==> src/rtl/exe_mem_pkg.sv <==
// Shared definitions for the EXE-stage memory request unit: size codes, op field positions,
// FSM states and the byte-lane mask helper.
package exe_mem_pkg;

    localparam logic [1:0] SZ_B = 2'd0;
    localparam logic [1:0] SZ_H = 2'd1;
    localparam logic [1:0] SZ_W = 2'd2;
    localparam logic [1:0] SZ_D = 2'd3;

    // Bit positions inside in_mem_op = {is_mem, is_store, size[1:0]}
    localparam int unsigned OP_IS_MEM   = 3;
    localparam int unsigned OP_IS_STORE = 2;
    localparam int unsigned OP_SIZE_HI  = 1;
    localparam int unsigned OP_SIZE_LO  = 0;

    typedef enum logic [1:0] {
        ST_IDLE  = 2'd0,
        ST_ISSUE = 2'd1,
        ST_DONE  = 2'd2
    } exe_state_e;

    typedef struct packed {
        logic       is_mem;
        logic       is_store;
        logic [1:0] size;
    } mem_op_t;

    // Byte-lane mask for an access of size sz at lane offset ofs, aligned down, clipped to all_mask.
    function automatic logic [7:0] lane_mask(input logic [1:0] sz, input logic [2:0] ofs,
                                             input logic [7:0] all_mask);
        logic [7:0] m;
        unique case (sz)
            SZ_B:    m = 8'h01 << ofs;
            SZ_H:    m = 8'h03 << {ofs[2:1], 1'b0};
            SZ_W:    m = 8'h0f << {ofs[2], 2'b00};
            default: m = all_mask;
        endcase
        return m & all_mask;
    endfunction

endpackage

==> src/rtl/exe_mem_outst_tracker.sv <==
// Outstanding-request and flushed-response counters for the data-SRAM channel.
module exe_mem_outst_tracker #(
    parameter int unsigned OUTST_DEPTH = 2,
    parameter int unsigned CNT_W       = $clog2(OUTST_DEPTH + 1)
) (
    input  logic             clk,
    input  logic             reset,
    input  logic             inc,
    input  logic             dec,
    input  logic             discard_inc,
    output logic             full,
    output logic             resp_drop,
    output logic [CNT_W-1:0] outst_cnt
);

    logic [CNT_W-1:0] cnt_q, cnt_d;
    logic [CNT_W-1:0] discard_q, discard_d;
    logic             drop;

    always_ff @(posedge clk or posedge reset) begin
        if (reset) begin
            cnt_q     <= '0;
            discard_q <= '0;
        end else begin
            cnt_q     <= cnt_d;
            discard_q <= discard_d;
        end
    end

    // The bus answers in order, so any pending discard belongs to the oldest responses.
    always_comb begin
        drop      = dec && (discard_q != '0);
        cnt_d     = cnt_q;
        discard_d = discard_q;
        if (inc && !dec) begin
            cnt_d = cnt_q + CNT_W'(1);
        end else if (dec && !inc && (cnt_q != '0)) begin
            cnt_d = cnt_q - CNT_W'(1);
        end
        unique case ({discard_inc, drop})
            2'b10:   discard_d = discard_q + CNT_W'(1);
            2'b01:   discard_d = discard_q - CNT_W'(1);
            default: discard_d = discard_q;
        endcase
    end

    assign full      = (cnt_q == CNT_W'(OUTST_DEPTH));
    assign resp_drop = drop;
    assign outst_cnt = cnt_q;

    a_no_underflow: assert property (@(posedge clk) disable iff (reset) !(dec && (cnt_q == '0)));

endmodule

==> src/rtl/exe_mem_req_unit.sv <==
// EXE-stage memory request unit: byte strobes, lane-replicated store data, ALE and a
// flush-safe data-SRAM request channel. Optional EXE_MEM_PERF_EN adds request/stall counters.
module exe_mem_req_unit
    import exe_mem_pkg::*;
#(
    parameter int unsigned DATA_W      = 32,
    parameter int unsigned ADDR_W      = 32,
    parameter int unsigned OUTST_DEPTH = 2,
    localparam int unsigned LANES      = DATA_W / 8,
    localparam int unsigned OFS_W      = $clog2(LANES),
    localparam int unsigned CNT_W      = $clog2(OUTST_DEPTH + 1)
) (
    input  logic              clk,
    input  logic              reset,
    input  logic              in_valid,
    output logic              in_ready,
    input  logic [3:0]        in_mem_op,
    input  logic              in_signed,
    input  logic [ADDR_W-1:0] in_addr,
    input  logic [DATA_W-1:0] in_wdata,
    input  logic              in_ex,
    input  logic              flush,
    output logic              out_valid,
    input  logic              out_ready,
    output logic [OFS_W+3:0]  out_info,
    output logic              out_ale,
    output logic              req,
    output logic              wr,
    output logic [1:0]        size,
    output logic [LANES-1:0]  wstrb,
    output logic [ADDR_W-1:0] addr,
    output logic [DATA_W-1:0] wdata,
    input  logic              addr_ok,
    input  logic              data_ok,
    output logic              resp_drop,
    output logic [CNT_W-1:0]  outst_cnt
`ifdef EXE_MEM_PERF_EN
    ,
    output logic [31:0]       perf_req_cnt,
    output logic [31:0]       perf_stall_cnt
`endif
);

    localparam logic [7:0] ALL_LANES = 8'((16'd1 << LANES) - 16'd1);

    exe_state_e        state_q, state_d;
    logic              valid_q, valid_d;
    mem_op_t           op_q, op_d;
    logic              signed_q, signed_d;
    logic [ADDR_W-1:0] addr_q, addr_d;
    logic [DATA_W-1:0] wdata_q, wdata_d;
    logic              ex_q, ex_d;
    logic              flush_seen_q, flush_seen_d;
    logic              issued_q, issued_d;

    logic              misaligned;
    logic              ale;
    logic              want_mem;
    logic              load;
    logic              handshake;
    logic              done_fire;
    logic              discard_inc;
    logic              full;
    logic [7:0]        mask8;
    logic [DATA_W-1:0] wdata_rep;

`ifdef EXE_MEM_PERF_EN
    logic [31:0] perf_req_q, perf_req_d;
    logic [31:0] perf_stall_q, perf_stall_d;
`endif

    // State register: FSM state, stage payload and optional perf counters.
    always_ff @(posedge clk or posedge reset) begin
        if (reset) begin
            state_q      <= ST_IDLE;
            valid_q      <= 1'b0;
            op_q         <= '0;
            signed_q     <= 1'b0;
            addr_q       <= '0;
            wdata_q      <= '0;
            ex_q         <= 1'b0;
            flush_seen_q <= 1'b0;
            issued_q     <= 1'b0;
`ifdef EXE_MEM_PERF_EN
            perf_req_q   <= '0;
            perf_stall_q <= '0;
`endif
        end else begin
            state_q      <= state_d;
            valid_q      <= valid_d;
            op_q         <= op_d;
            signed_q     <= signed_d;
            addr_q       <= addr_d;
            wdata_q      <= wdata_d;
            ex_q         <= ex_d;
            flush_seen_q <= flush_seen_d;
            issued_q     <= issued_d;
`ifdef EXE_MEM_PERF_EN
            perf_req_q   <= perf_req_d;
            perf_stall_q <= perf_stall_d;
`endif
        end
    end

    always_comb begin
        unique case (op_q.size)
            SZ_B:    misaligned = 1'b0;
            SZ_H:    misaligned = addr_q[0];
            SZ_W:    misaligned = (addr_q[1:0] != 2'b00);
            default: misaligned = (DATA_W == 32) || (addr_q[2:0] != 3'b000);
        endcase
    end

    assign ale         = valid_q && op_q.is_mem && misaligned;
    assign want_mem    = op_q.is_mem && !ex_q && !ale;
    assign in_ready    = !valid_q || ((state_q == ST_DONE) && out_ready);
    assign load        = in_valid && in_ready && !flush;
    assign handshake   = req && addr_ok;
    assign done_fire   = out_valid && out_ready;
    assign discard_inc = handshake && (flush_seen_q || flush);

    // Next-state logic; an op waits in IDLE while the outstanding window is full.
    always_comb begin
        state_d = state_q;
        unique case (state_q)
            ST_IDLE: begin
                if (valid_q && !flush) begin
                    if (!want_mem) begin
                        state_d = ST_DONE;
                    end else if (!full) begin
                        state_d = ST_ISSUE;
                    end
                end
            end
            ST_ISSUE: begin
                if (addr_ok) begin
                    state_d = (flush_seen_q || flush) ? ST_IDLE : ST_DONE;
                end
            end
            ST_DONE: begin
                if (flush || done_fire) begin
                    state_d = ST_IDLE;
                end
            end
            default: state_d = ST_IDLE;
        endcase
    end

    // Stage payload: capture on handshake, kill on flush, retire on MEM accept.
    always_comb begin
        valid_d      = valid_q;
        op_d         = op_q;
        signed_d     = signed_q;
        addr_d       = addr_q;
        wdata_d      = wdata_q;
        ex_d         = ex_q;
        flush_seen_d = flush_seen_q;
        issued_d     = issued_q;
        if (load) begin
            valid_d       = 1'b1;
            op_d.is_mem   = in_mem_op[OP_IS_MEM];
            op_d.is_store = in_mem_op[OP_IS_STORE];
            op_d.size     = in_mem_op[OP_SIZE_HI:OP_SIZE_LO];
            signed_d      = in_signed;
            addr_d        = in_addr;
            wdata_d       = in_wdata;
            ex_d          = in_ex;
            flush_seen_d  = 1'b0;
            issued_d      = 1'b0;
        end else begin
            unique case (state_q)
                ST_IDLE: begin
                    if (flush) valid_d = 1'b0;
                end
                ST_ISSUE: begin
                    flush_seen_d = flush_seen_q || flush;
                    if (addr_ok) begin
                        if (flush_seen_q || flush) begin
                            valid_d      = 1'b0;
                            flush_seen_d = 1'b0;
                        end else begin
                            issued_d = 1'b1;
                        end
                    end
                end
                ST_DONE: begin
                    if (flush || done_fire) valid_d = 1'b0;
                end
                default: valid_d = 1'b0;
            endcase
        end
    end

    always_comb begin
        unique case (op_q.size)
            SZ_B:    wdata_rep = {LANES{wdata_q[7:0]}};
            SZ_H:    wdata_rep = {(LANES / 2){wdata_q[15:0]}};
            SZ_W:    wdata_rep = {(DATA_W / 32){wdata_q[31:0]}};
            default: wdata_rep = wdata_q;
        endcase
    end

    // Output decode; bus fields are held from the stage register for the whole ISSUE window.
    always_comb begin
        mask8     = lane_mask(op_q.size, 3'(addr_q[OFS_W-1:0]), ALL_LANES);
        req       = (state_q == ST_ISSUE);
        wr        = req && op_q.is_store;
        size      = req ? op_q.size : 2'b00;
        addr      = req ? addr_q : '0;
        wdata     = req ? wdata_rep : '0;
        wstrb     = wr ? mask8[LANES-1:0] : '0;
        out_valid = (state_q == ST_DONE) && valid_q && !flush_seen_q;
        out_info  = {addr_q[OFS_W-1:0], op_q.size, signed_q, issued_q};
        out_ale   = ale;
    end

`ifdef EXE_MEM_PERF_EN
    always_comb begin
        perf_req_d   = perf_req_q;
        perf_stall_d = perf_stall_q;
        if (handshake)          perf_req_d   = perf_req_q + 32'd1;
        if (req && !addr_ok)    perf_stall_d = perf_stall_q + 32'd1;
    end

    assign perf_req_cnt   = perf_req_q;
    assign perf_stall_cnt = perf_stall_q;
`endif

    exe_mem_outst_tracker #(
        .OUTST_DEPTH (OUTST_DEPTH),
        .CNT_W       (CNT_W)
    ) u_tracker (
        .clk         (clk),
        .reset       (reset),
        .inc         (handshake),
        .dec         (data_ok),
        .discard_inc (discard_inc),
        .full        (full),
        .resp_drop   (resp_drop),
        .outst_cnt   (outst_cnt)
    );

endmodule

==> config.mk <==
export PLATFORM = sky130hd
export DESIGN_NAME = exe_mem_req_unit
export DESIGN_NICKNAME = d
export VERILOG_FILES = /design/src/rtl/exe_mem_pkg.sv /design/src/rtl/exe_mem_outst_tracker.sv /design/src/rtl/exe_mem_req_unit.sv
export SDC_FILE = /design/constraint.sdc
export NUM_CORES = 1
export LEC_CHECK = 0
export CORE_UTILIZATION = 50
export DETAILED_ROUTE_END_ITERATION = 16
export DONT_BUFFER_PORTS = 1
export GPL_TIMING_DRIVEN = 1
export MAX_ROUTING_LAYER = met4
export PLACE_DENSITY = 0.7
export SLEW_MARGIN = 20
export SYNTH_ARGS = -nofsm -noshare
export SYNTH_HDL_FRONTEND = slang
export SYNTH_SLANG_ARGS = --single-unit
==> constraint.sdc <==
create_clock -name clk -period 6 [get_ports clk]
set_clock_uncertainty 0.15 [all_clocks]
set_input_delay 0.9 -clock clk [delete_from_list [all_inputs] [get_ports clk]]
set_output_delay 0.9 -clock clk [all_outputs]
set_load 0.005 [all_outputs]
==> results.py <==
metrics = {
    "outcome": {
        "status": "completed",
    },
    "finish": {
        "nNetsFinal": 422,
        "final_common_cell": "dfrtp_1",
        "finalNonFillerCells": 454,
        "layout_common_cells": "dfrtp_1 (79), mux2_4 (68), and2_1 (40)",
        "final_area_um2": 4430,
        "seqCellArea_um2": 1980,
        "area_growth_pct": 4.40,
        "multi_input_comb_area_um2": 2040,
        "drive_gt1_frac": 0.261,
        "fill_cells": 715,
        "fin_util": 0.539,
        "antennaDiodeCount": 0,
    },
    "grt": {
        "track_usage": 0.213,
        "antenna_found_initial": 0,
        "grt_pass1_vias": 2625,
        "grt_start_max_net_pins": 80,
        "grt-ovfl-total": 0,
        "grt_pass1_wl_um": 13600,
    },
    "worst_setup_path": {
        "end_kind": "output pin",
        "cp_max_fo": 42,
        "r2r_slack_ns": 3.19,
        "required_ns": 4.95,
        "worstPathArrival_ns": 2.32,
        "cp.buffers_inverters": 1,
        "path_class": "reg2out",
        "cp_slowest_cell": "inv_2",
        "crit_family": "simple AND/OR/NAND/NOR gates",
        "worstReg2RegStart": "state_q[0]",
        "slowest_delay_ns": 0.58,
        "worstSetupStartpointType": "flop",
        "crit_chain": "nand2b_2 -> inv_2 -> nand2_1 -> a21oi_1",
        "crit_path_start": "state_q[1]",
    },
    "clock_network": {
        "htree_levels": 3,
        "clk_pin_slew_ns": 0.08,
        "ctsHoldBuffers": 0,
        "clk_latency_ns": 0.34,
        "cts_max_path_buffers": 2,
        "clock-sinks": 79,
        "cts_tree": "built",
        "cts-root-buf": "clkbuf_8",
        "cts_buffers": 9,
        "cts.repair.resized": 0,
        "cts_setup_buffers": 0,
    },
    "power_and_ir_drop": {
        "ir_drop_v": 0.000192,
        "seqPwrFrac": 0.460,
        "sw_frac_of_total": 0.338,
        "p_leak_nw": 2.01,
        "p_total_mw": 2.12,
        "p_comb_frac": 0.359,
        "p_switching_uw": 716,
        "powerDensity_nw_per_um2": 478,
        "pwr-share-clk": 0.181,
        "p_int_mw": 1.40,
    },
    "drt": {
        "wire_per_inst_um": 19.7,
        "drt_first_pass_iters": 4,
        "vias": 2583,
        "avgViaCountPerCell": 5.69,
        "drc": 0,
        "drt_wl_total_um": 8960,
        "ant_nets": 0,
        "drt_iter0_drc": 99,
    },
    "die": {
        "ios": 161,
        "die-area_um2": 8850,
        "die_x_um": 94.1,
        "coreArea_um2": 8220,
        "initial_core_util": 0.516,
        "dieHeight_um": 94.1,
        "rows": 33,
    },
    "sta": {
        "setup_viol": 0,
        "slew_headroom": 0.389,
        "finalHoldViolCount": 0,
        "max_clock_freq_mhz": 296,
        "rsz0062_at_grt": "no",
        "post-route-period-util": 0.562,
        "worst_pin_slew_ns": 0.917,
        "period_needed_ns": 3.37,
        "final_max_slew_viol_count": 0,
        "finalSetupTns_ns": 0,
    },
    "flow_run": {
        "drv_cap": 0,
    },
    "synth": {
        "syn_inst": 356,
        "yosysSeqAreaShare": 0.466,
        "yosysWarnings": 0,
        "synth_top_cell_by_area": "dfrtp_1",
        "yosysUniqueCellTypes": 37,
        "synthTopCellsByArea": "dfrtp_1 (47%), mux2_4 (24%), and2_1 (5.9%)",
        "syn_area_um2": 4240,
        "syn_area_per_cell_um2": 11.9,
        "synth_fp_nets": 434,
        "synth_top_area_frac": 0.466,
        "synth_seq_cells": 79,
    },
    "placement": {
        "place_area_um2": 4210,
        "hpwl_um": 6170,
        "port_buffers": 0,
        "dp.cells": 437,
        "routabilityCongestion": 0.792,
    },
    "hold_path": {
        "hp-start": "u_tracker.discard_q[1]",
        "worst_hold_path_type": "reg2reg",
    },
}
==> synthesized netlist by cell type (all sizes together) <==
| master | number |
|---|---|
| nor3b | 1 |
| a22oi | 1 |
| nand2 | 12 |
| buf | 17 |
| a32o | 1 |
| nor2 | 38 |
| nand2b | 3 |
| or2 | 1 |
| xnor2 | 3 |
| o21bai | 1 |
| nand3b | 2 |
| xor2 | 1 |
| o221ai | 1 |
| dfrtp | 79 |
| a21oi | 22 |
| mux2i | 16 |
| a211o | 1 |
| o21a | 2 |
| nand3 | 1 |
| nor3 | 2 |
| a311oi | 1 |
| o22ai | 1 |
| ha | 1 |
| nor4b | 1 |
| mux2 | 70 |
| o21ai | 12 |
| o32ai | 1 |
| inv | 11 |
| and3 | 2 |
| and2 | 40 |
| clkbuf | 10 |
| o211ai | 1 |
==> final timing paths <==
path,end,cells past startpoint
max reg2reg,addr_q[15],5
max,wstrb[1],4
max in group asynchronous,flush_seen_q,3
min,u_tracker.discard_q[1],1
min in group asynchronous,addr_q[18],2
min reg2reg,u_tracker.discard_q[1],1
==> through the flow <==
| stage | setup WS (ns) | hold WS (ns) |
|---|---|---|
| after floorplan | 2.93 | 0.292 |
| after global routing | 2.38 | 0.341 |
| after global placement | 2.37 | 0.307 |
| after CTS | 1.81 | 0.342 |
| after detailed placement | 2.16 | 0.328 |
| final | 2.63 | 0.331 |
==> cell type report <==
cell class,instances,area share
Sequential cell,79,0.447
Tap cell,105,0.0297
Multi-Input combinational cell,239,0.462
Timing Repair Buffer,4,0.00961
Inverter,11,0.00961
Clock buffer,11,0.0297
Clock inverter,5,0.0133
==> logic make-up (layout without fill, tap and decap cells) <==
group | Yosys count | in the layout | share of synthesized area
fa+ha+maj | 1 | 1 | 0.00295
compound gates | 45 | 45 | 0.0620
xor+xnor | 4 | 4 | 0.00826
flops | 79 | 79 | 0.466
buf+inv | 38 | 31 | 0.0537
mux | 86 | 86 | 0.284
simple gates | 103 | 103 | 0.123
==> worst register-to-register path, cell delays in order (launching register included) <==
cell	delay (ns)
dfrtp_1	0.45
nand2b_1	0.22
o21ai_2	0.19
and3_4	0.68
buf_4	0.65
mux2_4	0.38
==> registers in the layout (all words and copies together), names as in the netlist, 2 cells and up <==
name	flops
op_q	2
u_tracker.outst_cnt	2
state_q	2
addr_q	32
out_info	2
u_tracker.discard_q	2
wdata_q	32
==> layer usage <==
metal,vias to the layer above,share of wire,GRT usage
met5,-,0,-
met4,0,0.019,0.0936
met2,109,0.49,0.339
li1,1178,-,-
met3,18,0.067,0.0534
met1,1278,0.43,0.258
==> power by group through the flow <==
| stage | combinational [mW] | clock [mW] | sequential [mW] |
|---|---|---|---|
| 3_5_place_dp | 0.760 | 0 | 0.979 |
| 5_1_grt | 0.832 | 0.423 | 1.01 |
| 2_1_floorplan | 0.714 | 0 | 0.894 |
| 4_1_cts | 0.766 | 0.396 | 0.971 |
| 6_report | 0.760 | 0.384 | 0.973 |
| 3_3_place_gp | 0.738 | 0 | 0.969 |
Power figures use the tool's default switching activity.
